## src/rtl/bcd_updown_counter.sv

```systemverilog
// rtl/bcd_updown_counter.sv - N-digit packed-BCD up/down counter with programmable prescaler
// Optional saturating mode: define BCD_COUNTER_SAT_EN.
module bcd_updown_counter #(
  parameter int unsigned        DIGITS    = 4,
  parameter int unsigned        PRESC_W   = 32,
  parameter logic [PRESC_W-1:0] DIV_RESET = PRESC_W'(99_999_999)
) (
  input  logic                  Clk,
  input  logic                  Reset,
  input  logic                  En,
  input  logic                  Up,
  input  logic                  Clear,
  input  logic                  Load,
  input  logic [4*DIGITS-1:0]   LoadVal,
  input  logic                  DivLoad,
  input  logic [PRESC_W-1:0]    Div,
  output logic [4*DIGITS-1:0]   BCDCount,
  output logic                  Tick,
  output logic                  Carry,
  output logic                  Borrow,
  output logic                  LoadErr
);

  localparam int unsigned W = 4 * DIGITS;

  logic [PRESC_W-1:0] presc;
  logic [PRESC_W-1:0] divider;
  logic [W-1:0]       step_val;
  logic               step_wrap;
  logic               load_ok;
  logic               at_term;

  // Ripple one step through the digits; a ripple out of the MSD means wrap.
  always_comb begin : step_logic
    logic       ripple;
    logic [3:0] digit;
    step_val = BCDCount;
    ripple   = 1'b1;
    digit    = 4'd0;
    for (int i = 0; i < DIGITS; i++) begin
      digit = BCDCount[4*i +: 4];
      if (ripple) begin
        if (Up) begin
          if (digit >= 4'd9) begin
            step_val[4*i +: 4] = 4'd0;
          end else begin
            step_val[4*i +: 4] = digit + 4'd1;
            ripple             = 1'b0;
          end
        end else begin
          if (digit == 4'd0) begin
            step_val[4*i +: 4] = 4'd9;
          end else begin
            step_val[4*i +: 4] = digit - 4'd1;
            ripple             = 1'b0;
          end
        end
      end
    end
    step_wrap = ripple;
  end

  always_comb begin
    load_ok = 1'b1;
    for (int i = 0; i < DIGITS; i++) begin
      if (LoadVal[4*i +: 4] > 4'd9) load_ok = 1'b0;
    end
  end

  // >= rather than == so a divider lowered below the running prescaler still fires.
  assign at_term = (presc >= divider);

  always_ff @(posedge Clk or negedge Reset) begin
    if (!Reset) begin
      BCDCount <= '0;
      presc    <= '0;
      divider  <= DIV_RESET;
      Tick     <= 1'b0;
      Carry    <= 1'b0;
      Borrow   <= 1'b0;
      LoadErr  <= 1'b0;
    end else begin
      Tick    <= 1'b0;
      Carry   <= 1'b0;
      Borrow  <= 1'b0;
      LoadErr <= 1'b0;
      if (Clear) begin
        BCDCount <= '0;
        presc    <= '0;
      end else if (Load) begin
        presc <= '0;
        if (load_ok) begin
          BCDCount <= LoadVal;
        end else begin
          LoadErr <= 1'b1;
        end
      end else if (DivLoad) begin
        divider <= Div;
        presc   <= '0;
      end else if (En) begin
        if (at_term) begin
          presc  <= '0;
          Tick   <= 1'b1;
          Carry  <= step_wrap & Up;
          Borrow <= step_wrap & ~Up;
`ifdef BCD_COUNTER_SAT_EN
          if (!step_wrap) BCDCount <= step_val;
`else
          BCDCount <= step_val;
`endif
        end else begin
          presc <= presc + PRESC_W'(1);
        end
      end
    end
  end

endmodule

```

## config.mk

```make
export PLATFORM = sky130hd
export DESIGN_NAME = bcd_updown_counter
export DESIGN_NICKNAME = d
export VERILOG_FILES = /design/src/rtl/bcd_updown_counter.sv
export SDC_FILE = /design/constraint.sdc
export NUM_CORES = 1
export LEC_CHECK = 0
export CAP_MARGIN = 20
export CORE_ASPECT_RATIO = 1.25
export CORE_MARGIN = 1.5
export CORE_UTILIZATION = 30
export CTS_CLUSTER_DIAMETER = 40
export DETAILED_ROUTE_END_ITERATION = 10
export SLEW_MARGIN = 20
export SYNTH_ARGS = -nofsm -noshare
export SYNTH_HDL_FRONTEND = slang
export SYNTH_SLANG_ARGS = --single-unit
```

## constraint.sdc

```tcl
create_clock -name Clk -period 7 [get_ports Clk]
set_input_delay 1.4 -clock Clk [delete_from_list [all_inputs] [get_ports Clk]]
set_output_delay 1.4 -clock Clk [all_outputs]
set_load 0.005 [all_outputs]
```

-- After elaboration in Yosys (flattened, before gate mapping)
Index checks and enable logic that the tools add are counted.
Widths: inputs -> output; s select.
- word-level logic and storage cells: 113
- output and inout bits: 20
- bits of input ports: 55
- register bits after elaboration: 84
- bitwise gates (word level): 5
- $add $sub $neg: 9
- equality and inequality tests: 2
- magnitude comparators: 9
- reductions and logical operators: 15
- multiplexer cells: 63
- operator list (kind ; count):
    $mux 32 ; 5
    $mux 16 ; 6
    $mux 4 ; 15
    $mux 1 ; 37
    $add 32x1->32 const B ; 1
    $ge 32x32->1 ; 1
    $add 4x1->4 const B ; 4
    $ge 4x4->1 const B ; 4
    $gt 4x4->1 const B ; 4
    $logic_not 4->1 ; 4
    $sub 4x1->4 const B ; 4
    $reduce_and 5->1 ; 3
    $reduce_bool 3->1 ; 5
    $reduce_and 4->1 ; 1
    $reduce_bool 4->1 ; 1
    $ne 3x2->1 const B ; 1
    $ne 3x3->1 const B ; 1
    $not 1->1 ; 3
    $reduce_and 3->1 ; 1
    $and 1x1->1 ; 2

-- Longest topological paths before layout
- word-level depth: 12
- gate-level depth with buffers: 11
- depth with buffers taken out: 9

-- Least setup slack after synthesis
No wires, ideal clock.
- path type: input to register
- from: in Clear
- to: reg presc[23]
- stages on the path: 7
- path slack: 3.925 ns
- path buffers: 3
- library setup time: 0.076 ns
- arrival time: 2.999 ns
- data required time: 6.924 ns
- path through: clkbuf_1 or3_1 clkbuf_1 or4_4 buf_6 or3_1 o21ai_1
- word-level cells in the longest chain between the ends: 1
- elaborated cells between the ends (all ways): 2
- those cells by class: 1 x mux; 1 x reduce/logical
- RTL lines (item ; RTL line ; RTL):
    start: declaration ; 12 ; input logic Clear,
    $reduce_bool 4->1 (no line) / $mux 32 (equally long branches) ; n/a ;
    end signal: assignment ; 112 ; presc <= presc + PRESC_W'(1);
    end: declaration ; 26 ; logic [PRESC_W-1:0] presc;
Parallel ways exist; a longest one is shown, timed or not.
A chain may end at the register's enable or synchronous reset.

-- Final worst setup path
- from: in Load
- to: reg BCDCount[7]
- word-level cells in the longest chain between the ends: 2
- elaborated cells between the ends (all ways): 8
- those cells by class: 2 x eq/ne; 2 x mux; 4 x reduce/logical
- RTL lines (item ; RTL line ; RTL):
    start: declaration ; 13 ; input logic Load,
    $ne 3x2->1 (no line), or another cell as far along ; n/a ;
    $reduce_and 5->1 (no line) / $mux 16 (equally long branches) ; n/a ;
    end signal: assignment ; 93 ; BCDCount <= LoadVal;
    end signal: assignment ; 109 ; BCDCount <= step_val;
    end: declaration ; 17 ; output logic [4*DIGITS-1:0] BCDCount,
Parallel ways exist; a longest one is shown, timed or not.

==> flow_metrics.env <==
export IMPL_status="finished clean"
export IMPL_critical_path_max_fanout=65
export IMPL_leakage_nw=2.74
export IMPL_hold_class="reg2reg"
export IMPL_ys_ff_latch=84
export IMPL_vias=4775
export IMPL_route_detailed_drc=0
export IMPL_worstPathArrival_ns=4.33
export IMPL_clkSinkCount=84
export IMPL_root_buffer="clkbuf_16"
export IMPL_seq_area_sq_um=2130
export IMPL_hp_start="divider[18]"
export IMPL_ios=75
export IMPL_clockBufferDepth=2
export IMPL_max_slew_margin=0.335
export IMPL_synth_edff_count=0
export IMPL_synthCells=646
export IMPL_p_total_mw=1.32
export IMPL_finalCritPeriodShare=0.585
export IMPL_crit_path_cell_trace="clkdlybuf4s50_1 > nor2_1 > and2_2 > or2_2 > a21o_1 > mux2_2"
export IMPL_synth_seq_area_share=0.389
export IMPL_cp_slowest_cell="and2_2"
export IMPL_r2r_slack_ns=3.78
export IMPL_vias_per_cell=5.10
export IMPL_gp_congestion=0.784
export IMPL_r2r_end="BCDCount[0]"
export IMPL_diodes=0
export IMPL_cts_resized=0
export IMPL_critPathKind="in2reg"
export IMPL_timing_fmax_mhz=244
export IMPL_cts_max_level=3
export IMPL_grt_usage=0.153
export IMPL_drive_gt1_frac=0.0776
export IMPL_cp_start_kind="input pin"
export IMPL_start_util=0.304
export IMPL_fin_setup_tns_ns=0
export IMPL_ys_types=60
export IMPL_cpPeakStageDelay_ns=0.87
export IMPL_fill_cells=1847
export IMPL_io_buffers=74
export IMPL_async_flop_share=1.00
export IMPL_setup_viol=0
export IMPL_die_area_sq_um=19000
export IMPL_antenna_found_initial=0
export IMPL_tritoncts="built"
export IMPL_hpwl_microns=9880
export IMPL_critPathCaptureType="flop"
export IMPL_area_growth_pct=21.6
export IMPL_first_iter_violations=227
export IMPL_worstHoldPathCells=2
export IMPL_final_common_cell="nand2_1"
export IMPL_crit_family="simple AND/OR/NAND/NOR gates"
export IMPL_first_pass_iters=7
export IMPL_design_core_area_sq_um=18000
export IMPL_grt_max_degree=66
export IMPL_reg2reg_from="divider[13]"
export IMPL_grt_pass1_vias=4532
export IMPL_cts_hold_buf=0
export IMPL_syn_num_nets=746
export IMPL_syn_area_sq_um=5460
export IMPL_ant_nets=0
export IMPL_numCtsBuffers=9
export IMPL_rsz0062_at_grt="false"
export IMPL_worstSkewPairLatency_ns=0.36
export IMPL_worst_endpoint_required_ns=7.24
export IMPL_worst_path_buf_inv=1
export IMPL_tightest_slew_ns=0.998
export IMPL_post_route_min_period_ns=4.10
export IMPL_rows=55
export IMPL_post_cts_buffers=0
export IMPL_multi_input_area_sq_um=3000
export IMPL_hold_viol_final=0
export IMPL_cap_violations=0
export IMPL_routedWlPerCell_microns=14.7
export IMPL_final_cell_mix="nand2_1 (77), o21ai_0 (73), clkdlybuf4s50_1 (73), dfrtp_1 (65), a21oi_1 (59)"
export IMPL_die_x_microns=124
export IMPL_grt_pass1_wl_microns=22800
export IMPL_nets=804
export IMPL_utilization=0.370
export IMPL_avgSynthCellArea_sq_um=8.46
export IMPL_slew_violations=0
export IMPL_fin_worst_skew_ns=0.0113
export IMPL_synth_ff_type="dfrtp_1"
export IMPL_fp_dieH_microns=154
export IMPL_reg2reg_depth=9
export IMPL_ys_warn_count=0
export IMPL_wirelength_microns=13700
export IMPL_ir_worst_vdd_mv=0.116
export IMPL_min_to="divider[18]"
export IMPL_power_density_nw_per_um2=199
export IMPL_cts_clk_slew_worst_paths_ns=0.06
export IMPL_gr_total_overflow=0
## per-stage QoR
step | worst slack, ns | instance area [sq um] | hold slack (ns) | instances
2_1_floorplan | 3.93 | 5460 | 0.473 | 646
3_3_place_gp | 2.50 | 6390 | 0.494 | 921
3_5_place_dp | 2.45 | 6390 | 0.498 | 921
4_1_cts | 2.82 | 6640 | 0.507 | 937
5_1_grt | 2.57 | 6640 | 0.523 | 937
6_report | 2.90 | 6640 | 0.502 | 937
## synth_stat cells, drive strengths merged (3+ instances only)
cell type	count	area (sq um)
clkbuf	21	78.8
nor4	6	52.6
a22oi	3	22.5
o221ai	3	26.3
inv	57	214
a21o	4	30.0
nor2b	3	18.8
nor3	10	50.1
nor2	37	139
a21oi	60	304
mux2	8	90.1
and4	4	35.0
dfrtp	65	1630
o21ai	77	385
a22o	3	26.3
xnor2	3	26.3
a31oi	22	144
buf	9	52.5
nand3b	4	30.0
o22ai	3	18.8
nand3	29	145
dfstp	19	499
o211ai	4	30.0
and3	5	31.3
nand4	9	56.3
nand2	77	289
nand2b	8	50.1
or3	10	62.6
mux2i	9	90.1
ha	45	563
## area by class of cell
cell class | count | area share
inverter | 57 | 0.0322
timing repair buffer | 77 | 0.115
tap | 228 | 0.0429
clock inverter | 3 | 0.00226
clock buffer | 13 | 0.0362
multi-input combinational | 475 | 0.452
sequential | 84 | 0.320
## routing by layer
layer	part of all wire	global-route usage	vias up
met5	0	0	-
met4	0.016	0.0586	0
met3	0.037	0.0241	14
met2	0.50	0.258	95
met1	0.45	0.194	2239
li1	-	-	2427
## registers in the layout (all words and copies together) (netlist names)
name	count
BCDCount	16
Borrow	1
Carry	1
Tick	1
LoadErr	1
divider	32
presc	32
## worst reg2reg max path, delay by kind of cell, from the launching register on
family | cells | cell delay, ns
AO/OA/AOI/OAI | 3 | 0.93
AND/OR/NAND/NOR | 3 | 0.95
buffers and inverters | 1 | 0.05
flip-flops | 1 | 0.51
multiplexers | 1 | 0.38
adder cells (fa/ha/maj) | 1 | 0.29
## power by group
part	internal, mW	leakage [nW]	switching [mW]	total [mW]
Sequential	0.544	1.07	0.0417	0.586
Combinational	0.144	1.54	0.156	0.300
Clock	0.239	0.127	0.197	0.436
## how the worst max path moves through the flow
stage                     startpoint           to  slack (ns)  cells past startpoint
after floorplan                Clear    presc[23]        3.93                      7
after global placement          Load  BCDCount[5]        2.50                      6
after detailed placement        Load  BCDCount[7]        2.45                      6
after CTS                       Load  BCDCount[7]        2.82                      6
after global routing            Load  BCDCount[7]        2.57                      6
final                           Load  BCDCount[7]        2.90                      6
## logic make-up (layout without fill, tap and decap cells)
group	count (synthesis)	after routing	synth area share
compound gates	196	196	0.208
xor+xnor	4	4	0.00641
fa+ha+maj	45	45	0.103
buf+inv	87	150	0.0632
flops	84	84	0.389
mux	19	19	0.0412
simple gates	211	211	0.189
Power figures use the tool's default switching activity.
